$ cat config.mk
export PLATFORM = sky130hd
export DESIGN_NAME = phase_sequencer
export DESIGN_NICKNAME = d
export VERILOG_FILES = /design/src/rtl/phase_sequencer.sv
export SDC_FILE = /design/constraint.sdc
export NUM_CORES = 1
export LEC_CHECK = 0
export CAP_MARGIN = 20
export CELL_PAD_IN_SITES_DETAIL_PLACEMENT = 1
export CELL_PAD_IN_SITES_GLOBAL_PLACEMENT = 1
export CORE_ASPECT_RATIO = 0.75
export CORE_MARGIN = 8
export CORE_UTILIZATION = 29
export CTS_BUF_LIST = sky130_fd_sc_hd__clkbuf_8
export CTS_CLUSTER_SIZE = 10
export DETAILED_ROUTE_END_ITERATION = 8
export PLACE_DENSITY = 0.79
export SLEW_MARGIN = 5
export SYNTH_ARGS = -nofsm -noshare
export SYNTH_HDL_FRONTEND = slang
export SYNTH_SLANG_ARGS = --single-unit
$ cat constraint.sdc
create_clock -name CLK -period 3.25 [get_ports CLK]
set_input_delay 0.4875 -clock CLK [delete_from_list [all_inputs] [get_ports CLK]]
set_output_delay 0.4875 -clock CLK [all_outputs]
set_load 0.005 [all_outputs]
$ cat src/rtl/phase_sequencer.sv
// phase_sequencer: steps the seconds timer through a fixed program of
// NUM_PHASES timed phases. Each phase loads its duration into the timer,
// waits for the timer's done pulse, then moves on. A zero duration skips
// its phase without touching the timer.
//
// Optional build macro PHASE_SEQ_PAUSE_EN adds a pause input and a
// tmr_hold output that freeze a phase while it is waiting on the timer.
//
// state | meaning
// ------+--------------------------------------------------------------
// IDLE  | no program running; waits for start (without abort)
// LOAD  | fetch duration of the current phase; pulse tmr_load or skip
// WAIT  | timer running; waits for tmr_done (or pause release)
// NEXT  | advance phase index, or finish after the last phase
// DONE  | one-cycle cycle_done pulse, then back to IDLE
module phase_sequencer #(
    parameter int NUM_PHASES = 4,
    parameter int PW         = 2,
    parameter int TW         = 16
) (
    input  logic                     CLK,
    input  logic                     reset,
    input  logic                     start,
    input  logic                     abort,
    input  logic [NUM_PHASES*TW-1:0] phase_dur,
    input  logic                     tmr_done,
`ifdef PHASE_SEQ_PAUSE_EN
    input  logic                     pause,
    output logic                     tmr_hold,
`endif
    output logic                     tmr_load,
    output logic [TW-1:0]            tmr_secs,
    output logic                     tmr_clear,
    output logic [PW-1:0]            phase,
    output logic                     busy,
    output logic                     cycle_done
);

    typedef enum logic [2:0] {
        S_IDLE = 3'd0,
        S_LOAD = 3'd1,
        S_WAIT = 3'd2,
        S_NEXT = 3'd3,
        S_DONE = 3'd4
    } state_t;

    localparam logic [PW-1:0] LAST_PHASE = PW'(NUM_PHASES - 1);

    state_t          state_q;
    state_t          state_nxt;
    logic [PW-1:0]   phase_nxt;
    logic [TW-1:0]   secs_nxt;
    logic            load_nxt;
    logic            clear_nxt;
    logic            cdone_nxt;
    logic [TW-1:0]   cur_dur;
    logic            done_seen;
`ifdef PHASE_SEQ_PAUSE_EN
    logic            hold_nxt;
    logic            done_pend;
    logic            pend_nxt;
`endif

    // A done pulse that overlaps the load cycle belongs to the previous phase.
    assign done_seen = tmr_done && !tmr_load;

    // Moore decode of the state register.
    assign busy = (state_q != S_IDLE);

    // Select the duration slot addressed by the current phase index.
    always_comb begin
        cur_dur = '0;
        for (int i = 0; i < NUM_PHASES; i++) begin
            if (phase == PW'(i)) begin
                cur_dur = phase_dur[i*TW +: TW];
            end
        end
    end

    // Next-state and next-output decode; abort from any busy state wins.
    always_comb begin
        state_nxt = state_q;
        phase_nxt = phase;
        secs_nxt  = tmr_secs;
        load_nxt  = 1'b0;
        clear_nxt = 1'b0;
        cdone_nxt = 1'b0;
`ifdef PHASE_SEQ_PAUSE_EN
        hold_nxt  = 1'b0;
        pend_nxt  = 1'b0;
`endif
        if (abort && (state_q != S_IDLE)) begin
            state_nxt = S_IDLE;
            clear_nxt = 1'b1;
            phase_nxt = '0;
        end else begin
            case (state_q)
                S_IDLE: begin
                    if (start && !abort) begin
                        state_nxt = S_LOAD;
                        phase_nxt = '0;
                    end
                end
                S_LOAD: begin
                    if (cur_dur != '0) begin
                        secs_nxt  = cur_dur;
                        load_nxt  = 1'b1;
                        state_nxt = S_WAIT;
                    end else begin
                        state_nxt = S_NEXT;
                    end
                end
                S_WAIT: begin
`ifdef PHASE_SEQ_PAUSE_EN
                    if (pause) begin
                        hold_nxt = 1'b1;
                        pend_nxt = done_pend || done_seen;
                    end else if (done_seen || done_pend) begin
                        state_nxt = S_NEXT;
                    end
`else
                    if (done_seen) begin
                        state_nxt = S_NEXT;
                    end
`endif
                end
                S_NEXT: begin
                    if (phase == LAST_PHASE) begin
                        state_nxt = S_DONE;
                        cdone_nxt = 1'b1;
                    end else begin
                        phase_nxt = phase + PW'(1);
                        state_nxt = S_LOAD;
                    end
                end
                S_DONE: begin
                    state_nxt = S_IDLE;
                end
                default: begin
                    state_nxt = S_IDLE;
                    phase_nxt = '0;
                end
            endcase
        end
    end

    // State register and registered outputs.
    always_ff @(posedge CLK or negedge reset) begin
        if (!reset) begin
            state_q    <= S_IDLE;
            phase      <= '0;
            tmr_secs   <= '0;
            tmr_load   <= 1'b0;
            tmr_clear  <= 1'b0;
            cycle_done <= 1'b0;
        end else begin
            state_q    <= state_nxt;
            phase      <= phase_nxt;
            tmr_secs   <= secs_nxt;
            tmr_load   <= load_nxt;
            tmr_clear  <= clear_nxt;
            cycle_done <= cdone_nxt;
        end
    end

`ifdef PHASE_SEQ_PAUSE_EN
    // Pause bookkeeping: hold request to the timer and a latched done.
    always_ff @(posedge CLK or negedge reset) begin
        if (!reset) begin
            tmr_hold  <= 1'b0;
            done_pend <= 1'b0;
        end else begin
            tmr_hold  <= hold_nxt;
            done_pend <= pend_nxt;
        end
    end
`endif

endmodule
==> flow_summary.rst <==
.. list-table::
   :header-rows: 1

   * - Metric
     - Value
   * - Mean instance size in the synthesized netlist
     - between 9 and 10 µm²
   * - Worst slew pin tran
     - ~550 ps
   * - Share of flip-flops with an asynchronous set or reset
     - 100.0%
   * - Post-CTS repair timing setup buffer count
     - 0
   * - Global-route wire length before repair
     - 10,310 µm
   * - Most common cell in the netlist
     - nand2_1
   * - Tcrit/Tclk final
     - between 80% and 90%
   * - Total of buffers placed on input and output ports
     - 90
   * - Number of library cell types mapped by synthesis
     - 35
   * - Largest net degree at the start of global routing
     - 33
   * - Remaining global-route overflow
     - 0
   * - Clock skew after layout
     - roughly 2.2 ps
   * - Chip width
     - 105.6 µm
   * - Die outline area
     - ~9000 µm²
   * - N_diodes
     - 0
   * - Avg WL per Cell
     - about 19 µm
   * - Die height
     - ~83 µm
   * - Power per Cell Area
     - 479.4 nW/µm²
   * - Max frequency
     - 356.7 MHz
   * - Clock tree sinks
     - 24
   * - Maximum capacitance violations
     - 0
   * - Initial cell density of the core
     - 29.94%
   * - Min setup slack post-route
     - 446.4 ps
   * - Clock Power Share
     - 13.3%
   * - Power share of the combinational group
     - 49.4%
   * - Routed Antenna Nets
     - 0
   * - RSZ-0062 raised after global routing
     - false
   * - GP Congestion
     - about 0.74
   * - Number of hold-repair buffers added at the cts stage
     - 0
   * - Worst-skew pair later-pin latency
     - 260 ps
   * - Post-synthesis register bit count
     - 24
   * - Cell depth of the worst flop-to-flop path
     - 9
   * - Final count of hold timing violations
     - 0
   * - Share of synthesized area occupied by flip-flops and latches
     - 34.43%
   * - Crit path DAT
     - 2950 ps
   * - Cell Rows
     - 24
   * - Initial drt markers
     - 38
   * - Net switching power
     - 0.0003868 W
   * - Element type at the critical path start
     - flop
   * - CP endpoint kind
     - flop
   * - Combined area of all synthesized cells
     - 1744 µm²
   * - Most common library cells after synthesis
     - nand2_1 (36), dfrtp_1 (24), nor2_1 (18)
   * - Number of buffers on the longest clock path
     - 2
   * - Maximum vdd ir drop
     - 0.0003485 V
   * - Overall track demand over capacity in global routing
     - 14.48%
   * - Sw Share
     - 29.54%
   * - CTS Buf Count
     - 3
   * - CTS H-tree lvls
     - 1
   * - TritonCTS clock tree
     - yes
   * - Static power due to leakage
     - 1.164 nW
   * - Nets in the synthesized netlist
     - 252
   * - PostCTS Resize Cnt
     - 0
   * - Boundary Pins
     - between 90 and 100
   * - Number of cells on the worst hold path
     - 1
   * - Worst hold-check path type
     - flop to flop
   * - Required arrival time at the worst endpoint
     - between 3000 and 4000 ps
   * - Vias after detailed routing
     - 1,639
   * - Class of the most critical setup path
     - flop to flop
   * - Time the final worst path needs with I/O delays and setup
     - roughly 2800 ps
   * - Layout cells sized above 1
     - 15.09%
   * - Number of warning messages in the yosys log
     - 0
   * - Share of the core filled with cells
     - 46.89%
   * - Synthesis-to-finish area growth
     - 56.60%
   * - Total of endpoints with negative setup slack in the final report
     - 0
   * - Worst-path fanout max
     - 17
   * - EDFF count, synth
     - 0
   * - Number of global-route vias before repair
     - 1,817
   * - Cell-internal power
     - ~0.00092 W
   * - Max-slew violation total from the final report
     - 0
   * - Result of the run
     - completed
   * - Area share of the leading cell type in the synthesized netlist
     - between 30% and 40%
   * - Gate count of the mapped netlist
     - 179
   * - Most frequently used flop master after synthesis
     - dfrtp_1
   * - Count of unresolved DRC violations after routing
     - 0
   * - Wire length after detailed routing
     - 6442 µm
   * - Clock slew at reported path FFs
     - 80 ps
   * - Detailed placer's ending HPWL
     - 5159 µm
   * - Initial antenna violation count
     - 0
   * - Net count, final
     - 340
   * - Detailed-routing iteration count for the pre-antenna-repair pass
     - 4
   * - Max-slew headroom
     - a little under two thirds
   * - Fin Setup TNS
     - 0 ps
   * - Power share of the sequential group
     - 37.2%
   * - Standard cell core area
     - roughly 6000 µm²
   * - Cell accounting for the most synthesized area
     - dfrtp_1
   * - Master cell of the clock root buffer
     - clkbuf_8
   * - Worst Setup Slack post-DPL
     - 452.5 ps
   * - Most area-consuming cells after synthesis
     - dfrtp_1 (34%), o211a_1 (8.6%), mux2_4 (7.7%), nand2_1 (7.7%), o22ai_2 (6.5%)
   * - Vias/cell
     - about 4.8
registers in the layout, indices dropped and copies added (netlist names):
register / flops
state_q: 3
tmr_secs: 16
tmr_clear: 1
phase: 2
tmr_load: 1
cycle_done: 1
through the flow:
step	total power [W]	instance area, µm²	hold slack, ps	std cells
final	0.001309	2731	514.2	343
after global routing	0.001389	2731	531.1	343
after CTS	0.001326	2731	514.3	343
after detailed placement	0.001142	2690	495.8	340
after global placement	0.001124	2690	488.4	340
after floorplan	0.0007517	1744	191.9	179
worst paths after layout:
kind                                          start                        to  slack [ps]
min                        tmr_secs[13]$_DFFE_PN0P_  tmr_secs[13]$_DFFE_PN0P_         510
min in group asynchronous                     reset  tmr_secs[10]$_DFFE_PN0P_         570
max in group asynchronous                     reset      phase[0]$_DFFE_PN0P_        2440
min reg2reg                tmr_secs[13]$_DFFE_PN0P_  tmr_secs[13]$_DFFE_PN0P_         510
max reg2reg                    phase[0]$_DFFE_PN0P_  tmr_secs[12]$_DFFE_PN0P_         450
max                            phase[0]$_DFFE_PN0P_  tmr_secs[12]$_DFFE_PN0P_         450
power groups by stage:
stage / clock network [W] / logic (W) / registers [W]
2_1_floorplan: 0 / 0.000276 / 0.000476
3_3_place_gp: 0 / 0.000629 / 0.000495
3_5_place_dp: 0 / 0.000649 / 0.000493
4_1_cts: 0.000181 / 0.000656 / 0.000490
5_1_grt: 0.000189 / 0.000695 / 0.000504
6_report: 0.000174 / 0.000647 / 0.000488
layout by cell type (no fill, tap or decap), types with 5 or more instances in the layout:
master           count
clkdlybuf4s50_1     90
nand2_1             36
dfrtp_1             24
nor2_1              18
o22ai_1             16
o211a_1             15
o22ai_2              9
mux2_4               9
mux2_2               7
o21ai_0              5
metal layers:
layer / GRT usage [%] / vias up / share of wire [%]
li1: - / 822 / -
met1: 20.38 / 767 / 51
met2: 21.73 / 45 / 43
met3: 3.009 / 5 / 5.3
met4: 3.949 / 0 / 0.99
met5: 0 / - / 0
cells by family after synthesis:
family	share of synthesized area [%]
AO/OA/AOI/OAI	25.04
AND/OR/NAND/NOR	18.72
XOR/XNOR	0.5022
flip-flops	34.43
multiplexers	12.84
adder cells (fa/ha/maj)	2.870
buffers and inverters	5.595
worst max-delay path, cell delays in order (launching register included):
cell      delay (ps)
dfrtp_1          420
inv_1            140
ha_1             520
nand2_1          100
o211a_1          240
o22ai_1          220
nor4_2           100
a211oi_4         230
buf_4            320
mux2_2           390
layout make-up:
| cell class | instances | area [µm²] |
|---|---|---|
| Fill cell | 673 | 3094 |
| Multi-Input combinational cell | 140 | 1046 |
| Timing Repair Buffer | 94 | 930.9 |
| Sequential cell | 24 | 600.6 |
| Tap cell | 78 | 97.59 |
| Clock buffer | 3 | 41.29 |
| Inverter | 4 | 15.01 |
Note: power is estimated with default switching activity, not from simulation.
